File: config.mk
export PLATFORM = sky130hd
export DESIGN_NAME = mem_arbiter
export DESIGN_NICKNAME = d
export VERILOG_FILES = /design/src/rtl/mem_arbiter.sv
export SDC_FILE = /design/constraint.sdc
export NUM_CORES = 1
export LEC_CHECK = 0
export ABC_AREA = 1
export CORE_ASPECT_RATIO = 0.6
export CORE_MARGIN = 4
export CORE_UTILIZATION = 26
export DETAILED_ROUTE_END_ITERATION = 8
export PLACE_DENSITY = 0.78
export SLEW_MARGIN = 20
export SYNTH_ARGS = -nofsm -noshare
export SYNTH_HDL_FRONTEND = slang
export SYNTH_SLANG_ARGS = --single-unit
File: constraint.sdc
create_clock -name clk -period 1.1 [get_ports clk]
set_clock_uncertainty 0.15 [all_clocks]
set_input_delay 0.165 -clock clk [delete_from_list [all_inputs] [get_ports clk]]
set_output_delay 0.165 -clock clk [all_outputs]
set_load 0.05 [all_outputs]
File: src/rtl/mem_arbiter.sv
// Shared-memory request arbiter with a tagged, fixed-latency response pipe.
// Define MEM_ARB_RR_EN for round-robin; otherwise the lowest port index wins.
module mem_arbiter #(
  parameter int AWIDTH  = 32,
  parameter int DWIDTH  = 32,
  parameter int NPORTS  = 2,
  parameter int LATENCY = 1
) (
  input  logic                     clk,
  input  logic                     rst,
  input  logic [NPORTS-1:0]        req_valid_i,
  output logic [NPORTS-1:0]        req_ready_o,
  input  logic [NPORTS*AWIDTH-1:0] req_addr_i,
  input  logic [NPORTS*DWIDTH-1:0] req_wdata_i,
  input  logic [NPORTS-1:0]        req_we_i,
  input  logic [NPORTS*3-1:0]      req_funct3_i,
  output logic [NPORTS-1:0]        rsp_valid_o,
  output logic [DWIDTH-1:0]        rsp_data_o,
  output logic [AWIDTH-1:0]        mem_addr_o,
  output logic [DWIDTH-1:0]        mem_data_o,
  output logic                     mem_read_en_o,
  output logic                     mem_write_en_o,
  output logic [2:0]               mem_funct3_o,
  input  logic [DWIDTH-1:0]        mem_data_i
);

  localparam int IW = $clog2(NPORTS);

  logic [IW-1:0]     last_grant;
  logic [IW-1:0]     win_id;
  logic              win_any;
  logic [NPORTS-1:0] grant;

  logic              pv  [LATENCY];
  logic [IW-1:0]     pid [LATENCY];
  logic [DWIDTH-1:0] pd  [LATENCY];

`ifdef MEM_ARB_RR_EN
  // Round-robin: ports above last_grant first, then wrap to the low ones.
  always_comb begin
    win_any = 1'b0;
    win_id  = '0;
    for (int j = 0; j < NPORTS; j++) begin
      if (!win_any && req_valid_i[j] && (j > int'(last_grant))) begin
        win_any = 1'b1;
        win_id  = IW'(j);
      end
    end
    for (int j = 0; j < NPORTS; j++) begin
      if (!win_any && req_valid_i[j] && (j <= int'(last_grant))) begin
        win_any = 1'b1;
        win_id  = IW'(j);
      end
    end
    if (rst) begin
      win_any = 1'b0;
      win_id  = '0;
    end
  end
`else
  // Fixed priority: lowest valid index wins, so data beats fetch.
  always_comb begin
    win_any = 1'b0;
    win_id  = '0;
    for (int j = 0; j < NPORTS; j++) begin
      if (!win_any && req_valid_i[j]) begin
        win_any = 1'b1;
        win_id  = IW'(j);
      end
    end
    if (rst) begin
      win_any = 1'b0;
      win_id  = '0;
    end
  end
`endif

  assign grant       = win_any ? (NPORTS'(1) << win_id) : '0;
  assign req_ready_o = grant;

  // Steer the winner's payload onto the memory port; idle drives zeros.
  always_comb begin
    mem_addr_o     = '0;
    mem_data_o     = '0;
    mem_funct3_o   = '0;
    mem_write_en_o = 1'b0;
    mem_read_en_o  = 1'b0;
    for (int j = 0; j < NPORTS; j++) begin
      if (grant[j]) begin
        mem_addr_o     = req_addr_i[j*AWIDTH +: AWIDTH];
        mem_data_o     = req_wdata_i[j*DWIDTH +: DWIDTH];
        mem_funct3_o   = req_funct3_i[j*3 +: 3];
        mem_write_en_o = req_we_i[j];
        mem_read_en_o  = ~req_we_i[j];
      end
    end
  end

  // Priority pointer follows each accept; holds while idle.
  always_ff @(posedge clk) begin
    if (rst) begin
      last_grant <= IW'(NPORTS - 1);
    end else begin
      last_grant <= win_any ? win_id : last_grant;
    end
  end

  // Response pipe: capture the accept, then shift unconditionally.
  always_ff @(posedge clk) begin
    if (rst) begin
      for (int i = 0; i < LATENCY; i++) begin
        pv[i]  <= 1'b0;
        pid[i] <= '0;
        pd[i]  <= '0;
      end
    end else begin
      pv[0]  <= win_any;
      pid[0] <= win_id;
      pd[0]  <= (win_any && !mem_write_en_o) ? mem_data_i : '0;
      for (int i = 1; i < LATENCY; i++) begin
        pv[i]  <= pv[i-1];
        pid[i] <= pid[i-1];
        pd[i]  <= pd[i-1];
      end
    end
  end

  assign rsp_valid_o = (!rst && pv[LATENCY-1]) ?
                       (NPORTS'(1) << pid[LATENCY-1]) : '0;
  assign rsp_data_o  = (!rst && pv[LATENCY-1]) ? pd[LATENCY-1] : '0;

endmodule

==> impl_metrics.py, run 1 <==
metrics = {
    "clock_network": {
        "htree_levels": 2,
        "numCtsBuffers": 5,
        "cts_hold_repair.buffers": 1,
        "cts-resized-gates": 219,
        "cts-root-buf": "clkbuf_16",
        "cts_num_sinks": 34,
        "post_cts_buffers": 19,
        "clk_buf_depth": 2,
    },
    "die": {
        "initial_utilization_pct": 27.4,
        "floorplan.rows": 25,
        "io_pins": 277,
        "die_height_um": 79.2,
        "fp.dieW_um": 127,
    },
    "run_status": {
        "failed_stage": "clock tree synthesis (4_1_cts)",
        "outcome": "did not finish",
        "flow.first_error": "[ERROR DPL-0038] Utilization greater than 100%, impossible to legalize",
    },
    "placement": {
        "placed_cells": 795,
        "place.port_buffers": 276,
        "dp_hpwl_mm": 11.6,
        "placed_cell_area_mm2": 0.00725,
        "routabilityCongestion": 0.880,
    },
    "synthesis": {
        "syn_area_mm2": 0.00220,
        "post_synth_num_cell_types": 14,
        "ys_ff_latch": 34,
        "syn_avg_cell_area_um2": 5.42,
        "yosys_warnings": 0,
        "synth.net_count": 578,
        "netlist_instances": 406,
        "synth-seq-area-share_pct": 30.9,
    },
}
==> Yosys cell counts <==
| cell type | instances | area [µm²] |
|---|---|---|
| buf_2 | 14 | 70.1 |
| buf_6 | 5 | 56.3 |
| dfxtp_1 | 34 | 681 |
| buf_4 | 4 | 30.0 |
| nand2_2 | 2 | 12.5 |
| o21ai_0 | 1 | 5.00 |
| o22ai_1 | 1 | 6.26 |
| nor2_1 | 34 | 128 |
| nand2_1 | 204 | 766 |
| inv_2 | 3 | 11.3 |
| a21oi_1 | 32 | 160 |
| nor2_2 | 1 | 6.26 |
| inv_1 | 70 | 263 |
| nand3_1 | 1 | 5.00 |
==> through the flow <==
| step | setup slack [ps] | hold WS [ps] | utilization [%] |
|---|---|---|---|
| after global placement | -747 | 528 | 90.2 |
| after floorplan | -119 | 118 | - |
| after detailed placement | -772 | 544 | 90.2 |
==> kinds of logic after synthesis <==
logic type / Yosys count / synth area share (%)
AOI/OAI and AO/OA: 34 / 7.79
DFF: 34 / 30.9
and+or+nand+nor: 242 / 41.7
buffers and inverters: 96 / 19.6
==> run 2: changes to the inputs <==
Settings changed: CORE_ASPECT_RATIO 0.6 to unset, CORE_UTILIZATION 26 to 20, PLACE_DENSITY 0.78 to unset, PLACE_DENSITY_LB_ADDON set to 0.15.
==> run 2 against run 1 <==
Net effect:
- the flow now finishes, with violations (setup timing)
- synthesized cell count did not move
- synthesized area did not move
==> impl_metrics.py, run 2 <==
metrics = {
    "drt": {
        "detail_route.iter0.violations": 150,
        "detailroute.via_count": 3915,
        "drc": 0,
        "postRouteWirelength_mm": 16.9,
        "detailedRoute.firstPassIterationCount": 4,
        "postRouteAntennaNets": 0,
        "routedWlPerCell_um": 19.3,
        "vias_per_cell": 4.47,
    },
    "synthesis": {
        "cell_types_occupying_the_most_area_after_synthesis": "nand2_1, dfxtp_1, inv_1",
        "post_synth_num_cell_types": 14,
        "synth_enable_flop_cells": 0,
        "synth_async_sr_flop_share_pct": 0,
        "synth_top_cells_by_count": "nand2_1, inv_1, dfxtp_1, nor2_1, a21oi_1",
        "synth-seq-area-share_pct": 30.9,
        "netlist_instances": 406,
        "syn_avg_cell_area_um2": 5.42,
        "synth_top_flop_cell": "dfxtp_1",
        "most_frequently_used_cell_type_in_the_post_synthesis_netlist": "nand2_1",
        "syn_area_mm2": 0.00220,
        "top_cell_type_by_total_area_after_synthesis": "nand2_1",
        "ys_ff_latch": 34,
        "synth.net_count": 578,
        "yosys_warnings": 0,
        "synth.top_cell.area_share_pct": 34.8,
    },
    "sta": {
        "tns_ps": -37250,
        "final_worst_slack_ps": -422,
        "slew_violations": 0,
        "setup_viol": 134,
        "rsz0062_at_grt": "yes",
        "final_period_minus_worst_setup_slack_ps": 1520,
        "worst-slew-pin-transition_ps": 234,
        "timing_hold_violations_final": 0,
        "slew-limit-headroom_pct": 84.4,
        "post-route-period-util_pct": 138,
        "fmaxAchievable_ghz": 0.657,
    },
    "min_path": {
        "hp-class": "in2reg",
        "timing.hold.worst_path_depth": 3,
    },
    "run_status": {
        "outcome": "finished with violations",
        "violations": "setup timing",
    },
    "placement": {
        "place.port_buffers": 276,
        "placed_cells": 823,
        "routabilityCongestion": 0.904,
        "dp_hpwl_mm": 10.5,
        "placed_cell_area_mm2": 0.00732,
    },
    "die": {
        "area_of_the_die_mm2": 0.0127,
        "initial_utilization_pct": 20.4,
        "fp.dieW_um": 113,
        "die_height_um": 113,
        "io_pins": 277,
        "core_region_mm2": 0.0108,
        "floorplan.rows": 38,
    },
    "clock_network": {
        "worst_setup_hold_path_clk_slew_ps": 60,
        "tritoncts": "built",
        "htree_levels": 2,
        "cts-root-buf": "clkbuf_8",
        "cts_num_sinks": 34,
        "clk_buf_depth": 2,
        "numCtsBuffers": 5,
    },
    "finish": {
        "final_cell_count_no_fill": 876,
        "nNetsFinal": 906,
        "area_growth_syn_to_layout_pct": 320,
        "register_area_um2": 684,
        "area_of_the_multi_input_gates_mm2": 0.00291,
        "largest_register": "pd",
        "largest_reg_flops": 32,
        "filler_instances": 517,
        "drive_above_1_share_pct": 60.3,
        "largestRegisters": "pd: 32 flops, pid: 1 flops, pv: 1 flops",
        "most_common_cell_after_layout_fill_and_taps_aside": "clkdlybuf4s50_1",
        "final_design_area_no_fill_mm2": 0.00923,
        "utilization_pct": 85.5,
        "mostFrequentLayoutCells": "clkdlybuf4s50_1, nand2_4, buf_12",
    },
    "flow_run": {
        "drv.max_cap_violation_count": 0,
    },
    "worst_setup_path": {
        "timing.critical_path.required_ps": 780,
        "arrival_ps": 1210,
        "cp-end-kind": "primary output",
        "worstPathMaxFanout": 6,
        "timing.setup.critical_path_class": "in2out",
        "worstSetupStartpointType": "primary input",
    },
    "global_route": {
        "grt_first_pass_wirelength_mm": 23.9,
        "maximum_number_of_pins_on_one_net_before_global_route_repair": 21,
        "globalRouteOverflowTotal": 0,
        "grtUsageTotal_pct": 24.2,
        "initial_antenna_violation_count": 1,
        "first_global_vias": 4324,
    },
    "power_and_ir_drop": {
        "peakVddDrop_uv": 543,
        "power_density_mw_per_mm2": 626,
        "power_leakage_uw": 0.00414,
    },
}
[run 2: cell counts after synthesis]
No cell type changed its count.
[run 2: metrics by stage]
step | setup slack [ps] | hold slack [ps] | total power [µW]
global placement | -757 | 531 | 4150
detailed placement | -779 | 538 | 4180
finish | -422 | 17.1 | 5780
floorplan | -119 | 118 | 2600
global route | -455 | 33.0 | 5980
CTS | -408 | 11.3 | 5690
[run 2: cell type report]
type	instances	share of cell area, %
antenna	1	0.0271
inverter	73	3.21
clock buffer	7	0.935
clock inverter	1	0.0542
timing repair buffer	344	54.9
tap	140	1.90
sequential	34	7.42
multi-input combinational	276	31.5
[run 2: report_power, final]
part | switching [µW] | leakage [µW] | internal, µW
registers | 19.4 | 0.000279 | 1280
clock network | 426 | 0.0000482 | 504
logic | 1710 | 0.00381 | 1840
[run 2: kinds of logic (layout without fill, tap and decap cells)]
kind of cell | count (synthesis) | count (layout) | share of synthesized area [%]
AND/OR/NAND/NOR | 242 | 242 | 41.7
other | 0 | 1 | 0
flip-flops | 34 | 34 | 30.9
AO/OA/AOI/OAI | 34 | 34 | 7.79
buffers and inverters | 96 | 425 | 19.6
[run 2: final timing paths]
path,start,endpoint
worst min-delay path,req_valid_i[1],pv[0]
worst max-delay path,rst,mem_addr_o[23]
[run 2: what timing repair did]
item,in CTS,in global routing
hold buffers,1,0
pin swaps,60,24
endpoints found under the setup margin,137,137
gates cloned,17,5
gates resized for setup,238,69
hold endpoints to repair,1,0
buffers inserted,29,5
[run 2: worst max-delay path, stage by stage]
cell and delay, ps:
buf_8 110, nor2_4 130, nand2_4 80, inv_6 80, buf_12 140, buf_12 130, buf_12 110, nand2_8 50
nand2_8 60, buf_12 130
[run 2: per-layer routing]
metal	vias up	track usage, %	part of all wire, %
met5	-	0	0
met1	1867	24.8	35
met3	29	6.84	7.1
li1	1836	-	-
met2	183	48.1	56
met4	0	4.97	2.6
(Power assumes the default switching activity.)
==> run 3: changes to the inputs <==
Settings changed: CORE_AREA set to 4 4 106 108, CORE_MARGIN 4 to unset, CORE_UTILIZATION 20 to unset, DIE_AREA set to 0 0 110 112, MAX_ROUTING_LAYER set to met4.
==> run 3 against run 2 <==
Net effect:
- die area fell by 3.3%
- non-clock buffer count fell by 10
- total power fell by 2.0%
- final area fell by 5.1%
- the flow still finishes with violations (setup timing)
- sequential share of layout area rose by 0.40 points
- first-iteration DRC count fell by 24%
==> impl_metrics.py, run 3 (synthesis gave the netlist of run 2 again) <==
metrics = {
    "flow_run": {
        "drv.max_cap_violation_count": 0,
    },
    "global_route": {
        "initial_antenna_violation_count": 2,
        "grt_first_pass_wirelength_mm": 25.0,
        "grt.busiest_layer": "met2",
        "first_global_vias": 4632,
        "maximum_number_of_pins_on_one_net_before_global_route_repair": 32,
        "grtUsageTotal_pct": 27.6,
        "globalRouteOverflowTotal": 0,
        "grt_use_met3_pct": 7.59,
        "global_route_met2_usage_pct": 51.9,
        "grt_use_met1_pct": 24.6,
    },
    "power_and_ir_drop": {
        "clock_power_share_pct": 17.1,
        "total_switching_power_uw": 2140,
        "cellInternalPower_uw": 3530,
        "power_leakage_uw": 0.00390,
        "combinational_cell_fraction_of_total_power_pct": 60.0,
        "peakVddDrop_uv": 513,
        "power_density_mw_per_mm2": 647,
        "power.share.sequential_pct": 23.0,
        "power.switching_fraction_pct": 37.8,
    },
    "clock_network": {
        "clk_buf_depth": 2,
        "tritoncts": "built",
        "cts-root-buf": "clkbuf_8",
        "numCtsBuffers": 5,
        "htree_levels": 2,
        "cts_num_sinks": 34,
        "worst_setup_hold_path_clk_slew_ps": 60,
    },
    "finish": {
        "largestRegisters": "pd: 32 flops, pid: 1 flops, pv: 1 flops",
        "nNetsFinal": 897,
        "largest_reg_flops": 32,
        "mostFrequentLayoutCells": "clkdlybuf4s50_1, nand2_4, buf_12",
        "register_area_um2": 684,
        "most_common_cell_after_layout_fill_and_taps_aside": "clkdlybuf4s50_1",
        "area_growth_syn_to_layout_pct": 298,
        "area_of_the_multi_input_gates_mm2": 0.00272,
        "largest_register": "pd",
        "filler_instances": 496,
        "drive_above_1_share_pct": 54.4,
    },
    "drt": {
        "vias_per_cell": 4.52,
        "routedWlPerCell_um": 19.8,
        "detailroute.via_count": 3901,
        "detail_route.iter0.violations": 114,
        "detailedRoute.firstPassIterationCount": 4,
        "postRouteWirelength_mm": 17.1,
        "drc": 0,
        "postRouteAntennaNets": 0,
    },
    "placement": {
        "place.port_buffers": 276,
        "pre_cts_slack_ps": -786,
        "routabilityCongestion": 0.836,
        "dp_hpwl_mm": 11.0,
    },
    "sta": {
        "worst-slew-pin-transition_ps": 272,
        "whs_ps": 252,
        "rsz0062_at_grt": "yes",
        "tns_ps": -38690,
        "slew_violations": 0,
        "final_worst_slack_ps": -440,
        "setup_viol": 137,
        "final_period_minus_worst_setup_slack_ps": 1540,
        "fmaxAchievable_ghz": 0.650,
        "timing_hold_violations_final": 0,
        "slew-limit-headroom_pct": 81.9,
        "post-route-period-util_pct": 140,
    },
    "die": {
        "die_height_um": 112,
        "io_pins": 277,
        "initial_utilization_pct": 21.5,
        "area_of_the_die_mm2": 0.0123,
        "floorplan.rows": 37,
        "core_region_mm2": 0.0102,
        "fp.dieW_um": 110,
    },
    "min_path": {
        "hp-class": "in2reg",
        "hold_start": "rst",
    },
    "worst_setup_path": {
        "worstSetupStartpointType": "primary input",
        "cp-end-kind": "primary output",
        "arrival_ps": 1220,
        "timing.setup.critical_path_class": "in2out",
        "cp-startpoint": "rst",
        "worstPathMaxFanout": 7,
        "timing.critical_path.required_ps": 780,
    },
    "run_status": {
        "outcome": "finished with violations",
        "violations": "setup timing",
    },
}
run 3: stage by stage:
| step | instances | total power, µW | cell area (µm²) | utilization (%) |
|---|---|---|---|---|
| global placement | 818 | 4120 | 7210 | 70.5 |
| floorplan | 406 | 2600 | 3220 | - |
| CTS | 861 | 5600 | 8630 | 84.3 |
| detailed placement | 818 | 4160 | 7210 | 70.5 |
| finish | 864 | 5660 | 8760 | 85.6 |
| global route | 864 | 5860 | 8760 | 85.6 |
run 3: what timing repair did:
action	in CTS	in global routing
setup endpoints to repair	137	137
hold endpoints to repair	1	0
setup buffers	21	6
hold buffers	2	0
cloned	16	1
gates resized for setup	229	39
pin swaps	54	11
run 3: metal layers:
metal | wire (µm) | vias up
met4 | 807 | 0
met2 | 9620 | 194
met1 | 5360 | 1847
li1 | - | 1814
met3 | 1300 | 46
met5 | 0 | -
run 3: area by class of cell:
class	count	area share (%)
repair buffers	334	54.5
diodes	2	0.0571
clock buffers	6	0.943
flip-flops and latches	34	7.81
well taps	136	1.94
repair inverters	1	0.0429
clock inverters	2	0.143
multi-input cells	276	31.1
inverters	73	3.50
run 3: worst paths after layout:
| path | end | cells after the start |
|---|---|---|
| min | pid[0] | 6 |
| max | mem_addr_o[12] | 10 |
run 3: power by group through the flow:
stage	Sequential (µW)	Combinational [µW]	Clock, µW
2_1_floorplan	1320	1280	0
3_3_place_gp	1320	2800	0
3_5_place_dp	1330	2840	0
4_1_cts	1300	3310	992
5_1_grt	1300	3520	1030
6_report	1300	3400	967
run 3: worst max-delay path: stages:
cell     delay (ps)
buf_12          110
nor2_4          140
nand2_4          90
inv_8            80
buf_12          110
buf_12          110
buf_16          150
nand2_4          60
nand2_4          60
buf_12          130
==> run 4: changes to the inputs <==
Settings changed: CELL_PAD_IN_SITES_DETAIL_PLACEMENT set to 1, CELL_PAD_IN_SITES_GLOBAL_PLACEMENT set to 1, CORE_AREA 4 4 106 108 to unset, CORE_MARGIN set to 4, CORE_UTILIZATION set to 15, DIE_AREA 0 0 110 112 to unset.
==> run 4 against run 3 <==
Net effect:
- the flow still finishes with violations (setup timing)
- clock power grew 38%
- final area down 2.5%
- total power rose by 3.7%
- first-iteration DRC count down 55%
- final cell count rose by 3.5%
- global-route usage down 8.3 points
- worst hold slack got worse by 1.3 ps
- critical path depth fell by 6
- maximum frequency grew 3.1%
- routed wire length shrank 4.4%
- largest power group unchanged
==> impl_metrics.py, run 4 (synthesis gave the netlist of run 2 again) <==
metrics = {
    "finish": {
        "antennaDiodeCount": 0,
        "area_of_the_multi_input_gates_mm2": 0.00259,
        "nNetsFinal": 886,
        "most_common_cell_after_layout_fill_and_taps_aside": "clkdlybuf4s50_1",
        "utilization_pct": 60.6,
        "largest_register": "pd",
        "drive_above_1_share_pct": 50.6,
        "largest_reg_flops": 32,
        "filler_instances": 1483,
        "register_area_um2": 684,
        "largestRegisters": "pd: 32 flops, pid: 1 flops, pv: 1 flops",
        "area_growth_syn_to_layout_pct": 288,
        "mostFrequentLayoutCells": "clkdlybuf4s50_1, nand2_4, buf_12",
    },
    "clock_network": {
        "worst_setup_hold_path_clk_slew_ps": 50,
        "tritoncts": "built",
        "cts_num_sinks": 34,
        "cts-root-buf": "clkbuf_16",
        "numCtsBuffers": 5,
        "clk_buf_depth": 2,
        "htree_levels": 2,
    },
    "placement": {
        "dp_hpwl_mm": 12.3,
        "routabilityCongestion": 0.916,
        "place.port_buffers": 276,
    },
    "die": {
        "fp.dieW_um": 129,
        "floorplan.rows": 43,
        "io_pins": 277,
        "core_region_mm2": 0.0141,
        "initial_utilization_pct": 15.6,
        "die_height_um": 129,
        "area_of_the_die_mm2": 0.0167,
    },
    "sta": {
        "final_period_minus_worst_setup_slack_ps": 1490,
        "setup_viol": 137,
        "slew-limit-headroom_pct": 85.8,
        "final_worst_slack_ps": -394,
        "timing_hold_violations_final": 0,
        "slew_violations": 0,
        "post-route-period-util_pct": 136,
        "rsz0062_at_grt": "yes",
        "worst-slew-pin-transition_ps": 212,
        "fmaxAchievable_ghz": 0.670,
    },
    "worst_setup_path": {
        "timing.setup.critical_path_class": "reg2out",
        "cp-startpoint": "pv[0]",
        "arrival_ps": 1180,
        "crit_path_end": "rsp_data_o[11]",
        "worstPathMaxFanout": 9,
        "worstSetupStartpointType": "flip-flop",
        "timing.critical_path.required_ps": 780,
        "cp-end-kind": "primary output",
    },
    "drt": {
        "postRouteAntennaNets": 0,
        "detail_route.iter0.violations": 51,
        "routedWlPerCell_um": 18.3,
        "drc": 0,
        "detailedRoute.firstPassIterationCount": 4,
        "vias_per_cell": 4.19,
        "detailroute.via_count": 3743,
        "postRouteWirelength_mm": 16.3,
    },
    "global_route": {
        "grt_first_pass_wirelength_mm": 23.7,
        "maximum_number_of_pins_on_one_net_before_global_route_repair": 33,
        "initial_antenna_violation_count": 0,
        "globalRouteOverflowTotal": 0,
        "first_global_vias": 4231,
        "grtUsageTotal_pct": 19.2,
    },
    "run_status": {
        "outcome": "finished with violations",
        "violations": "setup timing",
    },
    "power_and_ir_drop": {
        "power_density_mw_per_mm2": 688,
        "total_power_uw": 5870,
        "peakVddDrop_uv": 496,
        "power_leakage_uw": 0.00380,
    },
    "flow_run": {
        "drv.max_cap_violation_count": 0,
    },
    "min_path": {
        "hp-class": "in2reg",
    },
}
[run 4: worst min-delay path by stage]
stage | start | end | slack (ps) | cells past startpoint
6_report | mem_data_i[27] | pd[0][27] | 250 | 3
2_1_floorplan | rst | pv[0] | 120 | 1
3_5_place_dp | pd[0][31] | rsp_data_o[31] | 540 | 3
3_3_place_gp | pid[0] | rsp_valid_o[0] | 530 | 2
4_1_cts | req_valid_i[0] | pv[0] | 180 | 4
5_1_grt | mem_data_i[11] | pd[0][11] | 260 | 3
[run 4: per-layer routing]
layer  track usage, %  wire [µm]  part of all wire, %
met4             2.96        246                  1.5
met2             38.8       9740                   60
met1             17.9       5050                   31
met3             5.73       1300                  7.9
met5                -          0                    0
[run 4: timing repair]
action / 4_1_cts / 5_1_grt
hold buffers: 2 / 0
buffers inserted: 12 / 4
cloned: 8 / 0
endpoints found under the setup margin: 137 / 105
pin swaps: 19 / 24
resized for setup: 176 / 40
endpoints found under the hold margin: 1 / 0
[run 4: layout make-up]
cell class / instances / share of cell area [%]
well taps: 180 / 2.64
clock inverters: 2 / 0.117
inverters: 73 / 3.59
flip-flops and latches: 34 / 8.01
multi-input cells: 276 / 30.3
clock buffers: 5 / 1.47
repair buffers: 323 / 53.7
repair inverters: 1 / 0.132
[run 4: metrics by stage]
| step | setup WS, ps | TNS [ps] | instances | area [µm²] | hold slack (ps) |
|---|---|---|---|---|---|
| after CTS | -405 | -34240 | 893 | 8370 | 178 |
| after global placement | -767 | -93480 | 866 | 7360 | 534 |
| after global routing | -426 | -42090 | 894 | 8540 | 263 |
| final | -394 | -36780 | 894 | 8540 | 251 |
| after detailed placement | -810 | -96620 | 866 | 7360 | 536 |
| after floorplan | -119 | -5980 | 406 | 3220 | 118 |
[run 4: power breakdown]
| part | leakage [µW] | total [µW] | switching [µW] | internal (µW) |
|---|---|---|---|---|
| sequential | 0.000279 | 1300 | 19.7 | 1280 |
| clock | 0.0000694 | 1330 | 512 | 816 |
| combinational | 0.00346 | 3240 | 1570 | 1670 |
[run 4: critical path, stage by stage (launching register included)]
cell     delay, ps
dfxtp_4        360
nand2_8         90
buf_12         170
nor2_4         130
buf_12         140
